<file path="src/rtl/simple_fixed2_pipe.sv">
// -----------------------------------------------------------------------------
// simple_fixed2_pipe
//
// SPU "simple fixed 2" execution pipe: halfword/word shift-left and
// rotate-left, in register (RR) and 7-bit immediate (RI7) forms. The result
// is computed at issue and then carried through LATENCY stage registers to
// the write-back outputs. The pipe supports a flush and keeps a count of
// live ops.
//
// Vectors are big-endian in the architecture (bit 0 is the MSB). Here they
// are declared descending, so architectural bit i is physical bit
// DATA_W-1-i. Halfword lane 0 is therefore the most significant 16 bits.
//
// Ports
//   clk           in   rising-edge clock
//   reset         in   asynchronous reset, active low
//   flush         in   kills every in-flight op and the op issuing this cycle
//   op            in   11-bit decoded opcode
//   format        in   0 = RR, 1 = RI7, anything else = nop
//   rt_addr       in   destination register address
//   ra, rb        in   source operands
//   imm           in   18-bit immediate; RI7 count is the low 7 bits
//   reg_write     in   issuing op writes the register file
//   rt_wb         out  result at write-back
//   rt_addr_wb    out  destination for rt_wb
//   reg_write_wb  out  rt_wb is valid and must be written
//   inflight      out  number of live ops in the pipe (0..LATENCY)
// -----------------------------------------------------------------------------
module simple_fixed2_pipe #(
    parameter int DATA_W  = 128,
    parameter int LATENCY = 4,
    parameter int ADDR_W  = 7
) (
    input  logic              clk,
    input  logic              reset,
    input  logic              flush,
    input  logic [10:0]       op,
    input  logic [2:0]        format,
    input  logic [ADDR_W-1:0] rt_addr,
    input  logic [DATA_W-1:0] ra,
    input  logic [DATA_W-1:0] rb,
    input  logic [17:0]       imm,
    input  logic              reg_write,
    output logic [DATA_W-1:0] rt_wb,
    output logic [ADDR_W-1:0] rt_addr_wb,
    output logic              reg_write_wb,
    output logic [3:0]        inflight
);

    localparam int NUM_H = DATA_W / 16;
    localparam int NUM_W = DATA_W / 32;

    localparam logic [10:0] OP_SHLH  = 11'b00001011111;
    localparam logic [10:0] OP_SHL   = 11'b00001011011;
    localparam logic [10:0] OP_ROTH  = 11'b00001011100;
    localparam logic [10:0] OP_ROT   = 11'b00001011000;
    localparam logic [10:0] OP_SHLHI = 11'b00001111111;
    localparam logic [10:0] OP_SHLI  = 11'b00001111011;
    localparam logic [10:0] OP_ROTHI = 11'b00001111100;
    localparam logic [10:0] OP_ROTI  = 11'b00001111000;

    typedef enum logic [2:0] {
        K_NONE,
        K_SHLH,
        K_SHL,
        K_ROTH,
        K_ROT
    } kind_e;

    kind_e kind;
    logic  use_i7;

    // -------------------------------------------------------------------------
    // Decode
    // -------------------------------------------------------------------------
    always_comb begin
        kind   = K_NONE;
        use_i7 = 1'b0;
        case (format)
            3'd0: begin
                case (op)
                    OP_SHLH: kind = K_SHLH;
                    OP_SHL:  kind = K_SHL;
                    OP_ROTH: kind = K_ROTH;
                    OP_ROT:  kind = K_ROT;
                    default: kind = K_NONE;
                endcase
            end
            3'd1: begin
                use_i7 = 1'b1;
                case (op)
                    OP_SHLHI: kind = K_SHLH;
                    OP_SHLI:  kind = K_SHL;
                    OP_ROTHI: kind = K_ROTH;
                    OP_ROTI:  kind = K_ROT;
                    default:  kind = K_NONE;
                endcase
            end
            default: begin
                kind   = K_NONE;
                use_i7 = 1'b0;
            end
        endcase
    end

    // Sign-extending I7 never changes its low 6 bits, and no count rule looks
    // above bit 5, so the immediate count is used directly from imm[5:0].
    logic unused_imm;
    assign unused_imm = ^imm[17:6];

    // -------------------------------------------------------------------------
    // Lane datapath
    // -------------------------------------------------------------------------
    logic [DATA_W-1:0] res_h;
    logic [DATA_W-1:0] res_w;
    logic [15:0]       lane_h;
    logic [4:0]        cnt_h;
    logic [31:0]       lane_w;
    logic [5:0]        cnt_w;

    always_comb begin
        res_h  = '0;
        res_w  = '0;
        lane_h = '0;
        cnt_h  = '0;
        lane_w = '0;
        cnt_w  = '0;

        for (int h = 0; h < NUM_H; h++) begin
            lane_h = ra[DATA_W-16-16*h +: 16];
            cnt_h  = use_i7 ? imm[4:0] : rb[DATA_W-16-16*h +: 5];
            if (kind == K_SHLH) begin
                // count 16..31 shifts everything out
                res_h[DATA_W-16-16*h +: 16] = cnt_h[4] ? 16'h0000 : (lane_h << cnt_h[3:0]);
            end else begin
                res_h[DATA_W-16-16*h +: 16] = (lane_h << cnt_h[3:0])
                                            | (lane_h >> (5'd16 - {1'b0, cnt_h[3:0]}));
            end
        end

        for (int w = 0; w < NUM_W; w++) begin
            lane_w = ra[DATA_W-32-32*w +: 32];
            cnt_w  = use_i7 ? imm[5:0] : rb[DATA_W-32-32*w +: 6];
            if (kind == K_SHL) begin
                res_w[DATA_W-32-32*w +: 32] = cnt_w[5] ? 32'h0000_0000 : (lane_w << cnt_w[4:0]);
            end else begin
                res_w[DATA_W-32-32*w +: 32] = (lane_w << cnt_w[4:0])
                                            | (lane_w >> (6'd32 - {1'b0, cnt_w[4:0]}));
            end
        end
    end

    // -------------------------------------------------------------------------
    // Issue
    // -------------------------------------------------------------------------
    logic              valid_d;
    logic [DATA_W-1:0] data_d;
    logic [ADDR_W-1:0] addr_d;

    always_comb begin
        valid_d = reg_write & (kind != K_NONE) & ~flush;
        data_d  = '0;
        addr_d  = '0;
        if (valid_d) begin
            addr_d = rt_addr;
            if (kind == K_SHLH || kind == K_ROTH) begin
                data_d = res_h;
            end else begin
                data_d = res_w;
            end
        end
    end

    // -------------------------------------------------------------------------
    // Stage registers; index LATENCY-1 is the write-back stage
    // -------------------------------------------------------------------------
    logic              valid_q [LATENCY];
    logic [DATA_W-1:0] data_q  [LATENCY];
    logic [ADDR_W-1:0] addr_q  [LATENCY];
    logic [3:0]        inflight_q;
    logic [3:0]        inflight_d;

    always_comb begin
        if (flush) begin
            inflight_d = 4'd0;
        end else begin
            inflight_d = inflight_q + {3'd0, valid_d} - {3'd0, valid_q[LATENCY-1]};
        end
    end

    always_ff @(posedge clk or negedge reset) begin
        if (!reset) begin
            for (int k = 0; k < LATENCY; k++) begin
                valid_q[k] <= 1'b0;
                data_q[k]  <= '0;
                addr_q[k]  <= '0;
            end
            inflight_q <= 4'd0;
        end else begin
            valid_q[0] <= valid_d;
            data_q[0]  <= data_d;
            addr_q[0]  <= addr_d;
            for (int k = 1; k < LATENCY; k++) begin
                valid_q[k] <= valid_q[k-1] & ~flush;
                data_q[k]  <= data_q[k-1];
                addr_q[k]  <= addr_q[k-1];
            end
            inflight_q <= inflight_d;
        end
    end

    assign rt_wb        = data_q[LATENCY-1];
    assign rt_addr_wb   = addr_q[LATENCY-1];
    assign reg_write_wb = valid_q[LATENCY-1];
    assign inflight     = inflight_q;

endmodule

</file>
<file path="config.mk">
export PLATFORM = sky130hd
export DESIGN_NAME = simple_fixed2_pipe
export DESIGN_NICKNAME = d
export VERILOG_FILES = /design/src/rtl/simple_fixed2_pipe.sv
export SDC_FILE = /design/constraint.sdc
export NUM_CORES = 2
export LEC_CHECK = 0
export BUFFER_PORTS_ARGS = -buffer_cell sky130_fd_sc_hd__clkbuf_2
export CORE_UTILIZATION = 30
export CTS_CLUSTER_DIAMETER = 50
export DETAILED_ROUTE_END_ITERATION = 8
export PLACE_DENSITY = 0.44
export SETUP_SLACK_MARGIN = 0.05
export SLEW_MARGIN = 20
export SYNTH_ARGS = -nofsm -noshare
export SYNTH_HDL_FRONTEND = slang
export SYNTH_SLANG_ARGS = --single-unit
</file>
<file path="constraint.sdc">
create_clock -name clk -period 1.9 [get_ports clk]
set_clock_uncertainty 0.1 [all_clocks]
set_input_delay 0.38 -clock clk [delete_from_list [all_inputs] [get_ports clk]]
set_output_delay 0.38 -clock clk [all_outputs]
set_load 0.02 [all_outputs]
</file>
# Word level (Yosys, flattened, before mapping)
# Index checks and enable logic that the tools add are counted.
# totals
input_bits	299
word_cells	128
output_inout_bits	140
register_bits	548
# classes
add_sub_neg	14
shifts	24
n_reduce_logical	3
n_mux	44
eq_ne	12
bitwise	18
# ops
cell	count
128-bit 2-to-1 mux	2
16-bit 2-to-1 mux	16
32-bit 2-to-1 mux	8
16-bit bitwise OR	8
32-bit bitwise OR	4
16-bit by 4-bit << shifter with 16-bit output	8
32-bit by 5-bit << shifter with 32-bit output	4
16-bit by 5-bit right shift with 16-bit output	8
32-bit by 6-bit right shift with 32-bit output	4
11-bit by 7-bit == test with 1-bit output (second input constant)	8
5-bit 2-to-1 mux	8
5-bit by 4-bit subtractor with 5-bit output (first input constant)	8
6-bit 2-to-1 mux	4
3-bit case mux with 4 select lines	2
6-bit by 5-bit subtractor with 6-bit output (first input constant)	4
7-bit 2-to-1 mux	1
3-bit by 1-bit == test with 1-bit output (second input constant)	2
3-bit by 2-bit == test with 1-bit output (second input constant)	2
3-bit case mux with 2 select lines	1
1-bit AND	5
4-bit by 1-bit adder with 4-bit output	1
4-bit 2-to-1 mux	1
4-bit by 1-bit subtractor with 4-bit output	1
3-bit zero test	1
4 further kinds	4

# Logic depth before layout (Yosys ltp)
# depth
word_depth	9
mapped_depth	20
mapped_depth_nobuf	12

# Worst setup path after synthesis
# Ideal clock, no wire load.
# synth_path
kind	in2reg
startpoint	in format[2]
endpoint	reg data_q[393] (netlist name)
path_slack_ps	-2313
n_path_buf	5
cell_stages	16
required_ps	1696
setup_time_ps	104
arrival_time_ps	4009
cell_sequence	or3b_4 buf_2 a21o_1 inv_2 buf_4 buf_2 buf_2 ha_1 clkbuf_1 a22o_1 o21ai_0 a31o_2 mux2_2 a211oi_2 o31ai_1 a221oi_1
# synth_via
elab_chain_len	9
elab_cells_between_ends	27
cone_classes	add/sub (2); eq/ne (4); shift (4); mux (10); bitwise (4); reduce/logical (3)
# synth_lines
item	line	rtl
start, declared	38	input logic [2:0] format,
3-bit by 1-bit == test with 1-bit output	79	case (format)
1-bit 2-to-1 mux	79	
6-bit 2-to-1 mux or 5-bit 2-to-1 mux (tied branches)	143, 131	
6-bit by 5-bit subtractor with 6-bit output or 5-bit by 4-bit subtractor with 5-bit output (tied branches)	148, 137	
32-bit by 6-bit right shift with 32-bit output or 16-bit by 5-bit right shift with 16-bit output (tied branches)	148, 137	
32-bit bitwise OR or 16-bit bitwise OR (tied branches)	148, 137	
32-bit 2-to-1 mux or 16-bit 2-to-1 mux (tied branches)	144, 132	
128-bit 2-to-1 mux	166	if (kind == K_SHLH || kind == K_ROTH) begin
128-bit 2-to-1 mux *	164	if (valid_d) begin
net data_d[9]	157	logic [DATA_W-1:0] data_d;
end signal, assigned by index	205	data_q[k] <= data_q[k-1];
end, declared	178	logic [DATA_W-1:0] data_q [LATENCY];
# Mark *: on every way through the listed nets, which the timed path passes. The rest lies on a longest branch.

# Final worst setup path
# layout_path
startpoint	in format[1]
endpoint	reg data_q[470] (netlist name)
# Same word-level chain as after synthesis.

==> impl_metrics.tcl <==
set metrics [dict create \
    layout-drive-gt1-share_pct 53.95 \
    rsz0062_at_grt "true" \
    setup_viol 140 \
    critPathSlowestCell "mux4_2" \
    status "complete, but fails checks" \
    synth_cell_types 110 \
    worst_hold_path_type "in -> async" \
    crit_top_cell "buf_12" \
    antenna_left 0 \
    num-fill-cells 12230 \
    cts_buffer_depth 3 \
    fin_crit_sh_pct 165.7 \
    switchingPower_mw 17.95 \
    synth_cells 4506 \
    core_mm2 0.1320 \
    hold_violations 0 \
    power.share.sequential_pct 24.0 \
    synth_edf_count 0 \
    vias 45870 \
    wirelength_um 220900 \
    die_height_um 367.6 \
    finalNetCount 6616 \
    setup-tns-final_ps -136910 \
    maxSlewHeadroom_pct 36.77 \
    startpoint "format[1]" \
    grt_pass1_vias 45690 \
    power.density_mw_per_mm2 722.3 \
    r2r-start "reg_write_wb" \
    syn_area_mm2 0.04009 \
    async_flop_share_pct 100.0 \
    crit_required_ps 2430 \
    antenna_found_initial 17 \
    syn-num-nets 4818 \
    final_common_cell "buf_4" \
    leakage_nw 30.94 \
    wl_per_cell_um 27.20 \
    grt_max_degree 86 \
    cp.arrival_ps 3680 \
    max_stage_delay_ps 560 \
    area.growth.synth_to_final_pct 68.14 \
    cts_root_buf "clkbuf_16" \
    violations "setup timing" \
    critical_path_class "in -> reg" \
    worst_pin_slew_ps 945.3 \
    numCtsBuffers 78 \
    drv_slew 0 \
    p_int_mw 30.74 \
    power_frac_comb_pct 45.5 \
    drc_errors 0 \
    die_area_mm2 0.1351 \
    ys.flop_type "dfrtp_1" \
    critPathMaxFanout 7 \
    fmax_mhz 317.6 \
    cts_tree "yes" \
    post-dp-hpwl_um 169600 \
    most-common-layout-cells "buf_4 (1575), dfrtp_1 (548), nand2_1 (441)" \
    clk_latency_ps 740 \
    ys_seq_elements 548 \
    grt_pass1_wl_um 317800 \
    fin_ws_ps -1248 \
    clk_pin_slew_ps 70 \
    final.min_clock_period_ps 3148 \
    via_per_inst 5.648 \
    power_frac_clock_pct 30.5 \
    port_buffers 342 \
    worstSetupEndpointType "flop" \
    clock_sinks 548 \
    syn_area_per_cell_um2 8.898 \
    pre_cts_ws_ps -2270 \
    grt_overflow 0 \
    synth-seq-area-share_pct 34.20 \
    place_congestion 1.009 \
    path_buf_inv 6 \
    start_util_pct 30.38 \
    crit_chain "clkbuf_16 > or3b_4 > buf_12 > buf_12 > buf_16 > a21o_1 > inv_2 > ha_4 > and2_4 > a22oi_2 > nand2_4 > mux2_4 > mux4_2 > nor2_4 > buf_6 > nor2_2 > o221a_2" \
    fp-row-count 133 \
    ir_drop_mv 0.6102 \
    yosysWarnings 0 \
    drt_iter0_markers 4316 \
    cp_top_family "simple AND/OR/NAND/NOR gates" \
    die_w_um 367.6 \
    grt_usage_pct 31.81 \
    startpoint_type "primary input" \
    total_power_mw 48.69 \
    swShare_pct 36.86 \
    dr.pass1.iters 5 \
    max-cap-violations 0 \
    h-tree-depth 3 \
    pin_count 439 \
]
## synth_stat cells, drive strengths merged, types with 55 or more instances
cell / number / area share (%)
nand2: 478 / 4.5
mux4: 81 / 4.5
dfrtp: 548 / 34
nor3: 145 / 1.8
inv: 55 / 0.52
nand3: 140 / 1.8
o211ai: 58 / 1.1
clkbuf: 246 / 2.3
a21oi: 334 / 4.4
o21ai: 249 / 3.1
nor2: 309 / 2.9
a211oi: 179 / 3.4
a31oi: 81 / 1.3
buf: 312 / 5.0
mux2i: 539 / 13
## power by group through the flow
stage / clock, mW / sequential, mW / combinational (mW)
final: 14.9 / 11.7 / 22.2
after global routing: 15.8 / 11.7 / 23.1
after CTS: 15.3 / 11.7 / 20.2
after detailed placement: 0 / 11.9 / 17.1
after global placement: 0 / 11.9 / 17.1
after floorplan: 0 / 11.9 / 8.37
## worst min-delay path: cells and delay by family
kind     cells  cell delay (ps)
buf+inv      3              980
## metal layers
layer,up-vias,global-route usage [%],part of all wire [%]
met1,22660,41.99,42
met4,22,17.47,6.4
met3,604,6.269,7.8
met2,2206,48.66,44
li1,20380,-,-
met5,-,0,0.060
## metrics by stage
| step | cells | area (um2) | hold WS [ps] | utilization (%) |
|---|---|---|---|---|
| 2_1_floorplan | 4506 | 41670 | -15.59 | - |
| 3_3_place_gp | 7674 | 55580 | 149.0 | 42.11 |
| 3_5_place_dp | 7674 | 55580 | 150.7 | 42.11 |
| 4_1_cts | 8042 | 64770 | 129.7 | 49.08 |
| 5_1_grt | 8120 | 67410 | 183.0 | 51.08 |
| 6_report | 8122 | 67420 | 178.6 | 51.09 |
## registers in the layout, summed over array words and instances, names as in the netlist
register,flops
rt_wb,128
rt_addr_wb,7
inflight,4
data_q,384
addr_q,21
reg_write_wb,1
valid_q,3
## final cells by class
cell class	instances	area (um2)	share of cell area, %
multi-input combinational	3342	29290	43.45
timing repair buffer	2275	19210	28.50
sequential	548	13710	20.34
tap	1755	2196	3.257
clock buffer	93	2058	3.053
clock inverter	46	641.9	0.9521
inverter	58	276.5	0.4102
timing repair inverter	1	16.27	0.02413
antenna	4	10.01	0.01485
## kinds of logic (layout without fill, tap and decap cells)
family,count (synthesis),after routing,synth area share [%]
compound gates,1356,1356,22.89
xor+xnor,28,28,0.6865
fa+ha+maj,13,13,0.4244
buf+inv,616,2473,7.823
flops,548,548,34.20
mux,668,668,19.37
other cells,0,4,0
simple gates,1277,1277,14.60
## worst paths after layout
| check | end | slack [ps] | cells after the start |
|---|---|---|---|
| max | data_q[470] | -1250 | 17 |
| min in group clk | data_q[384] | 180 | 7 |
| max reg2reg | inflight[1] | 270 | 5 |
| max in group asynchronous | data_q[456] | 160 | 3 |
| min | data_q[386] | 180 | 3 |
| min reg2reg | data_q[349] | 240 | 0 |
## what timing repair did
action | in CTS | in global routing
resized for setup | 931 | 423
buffers inserted | 225 | 91
pin swaps | 247 | 223
hold endpoints to repair | 562 | 0
gates cloned | 17 | 2
setup endpoints to repair | 140 | 140
hold buffers | 10 | 0
No activity file was read; power rests on OpenSTA's default activity.
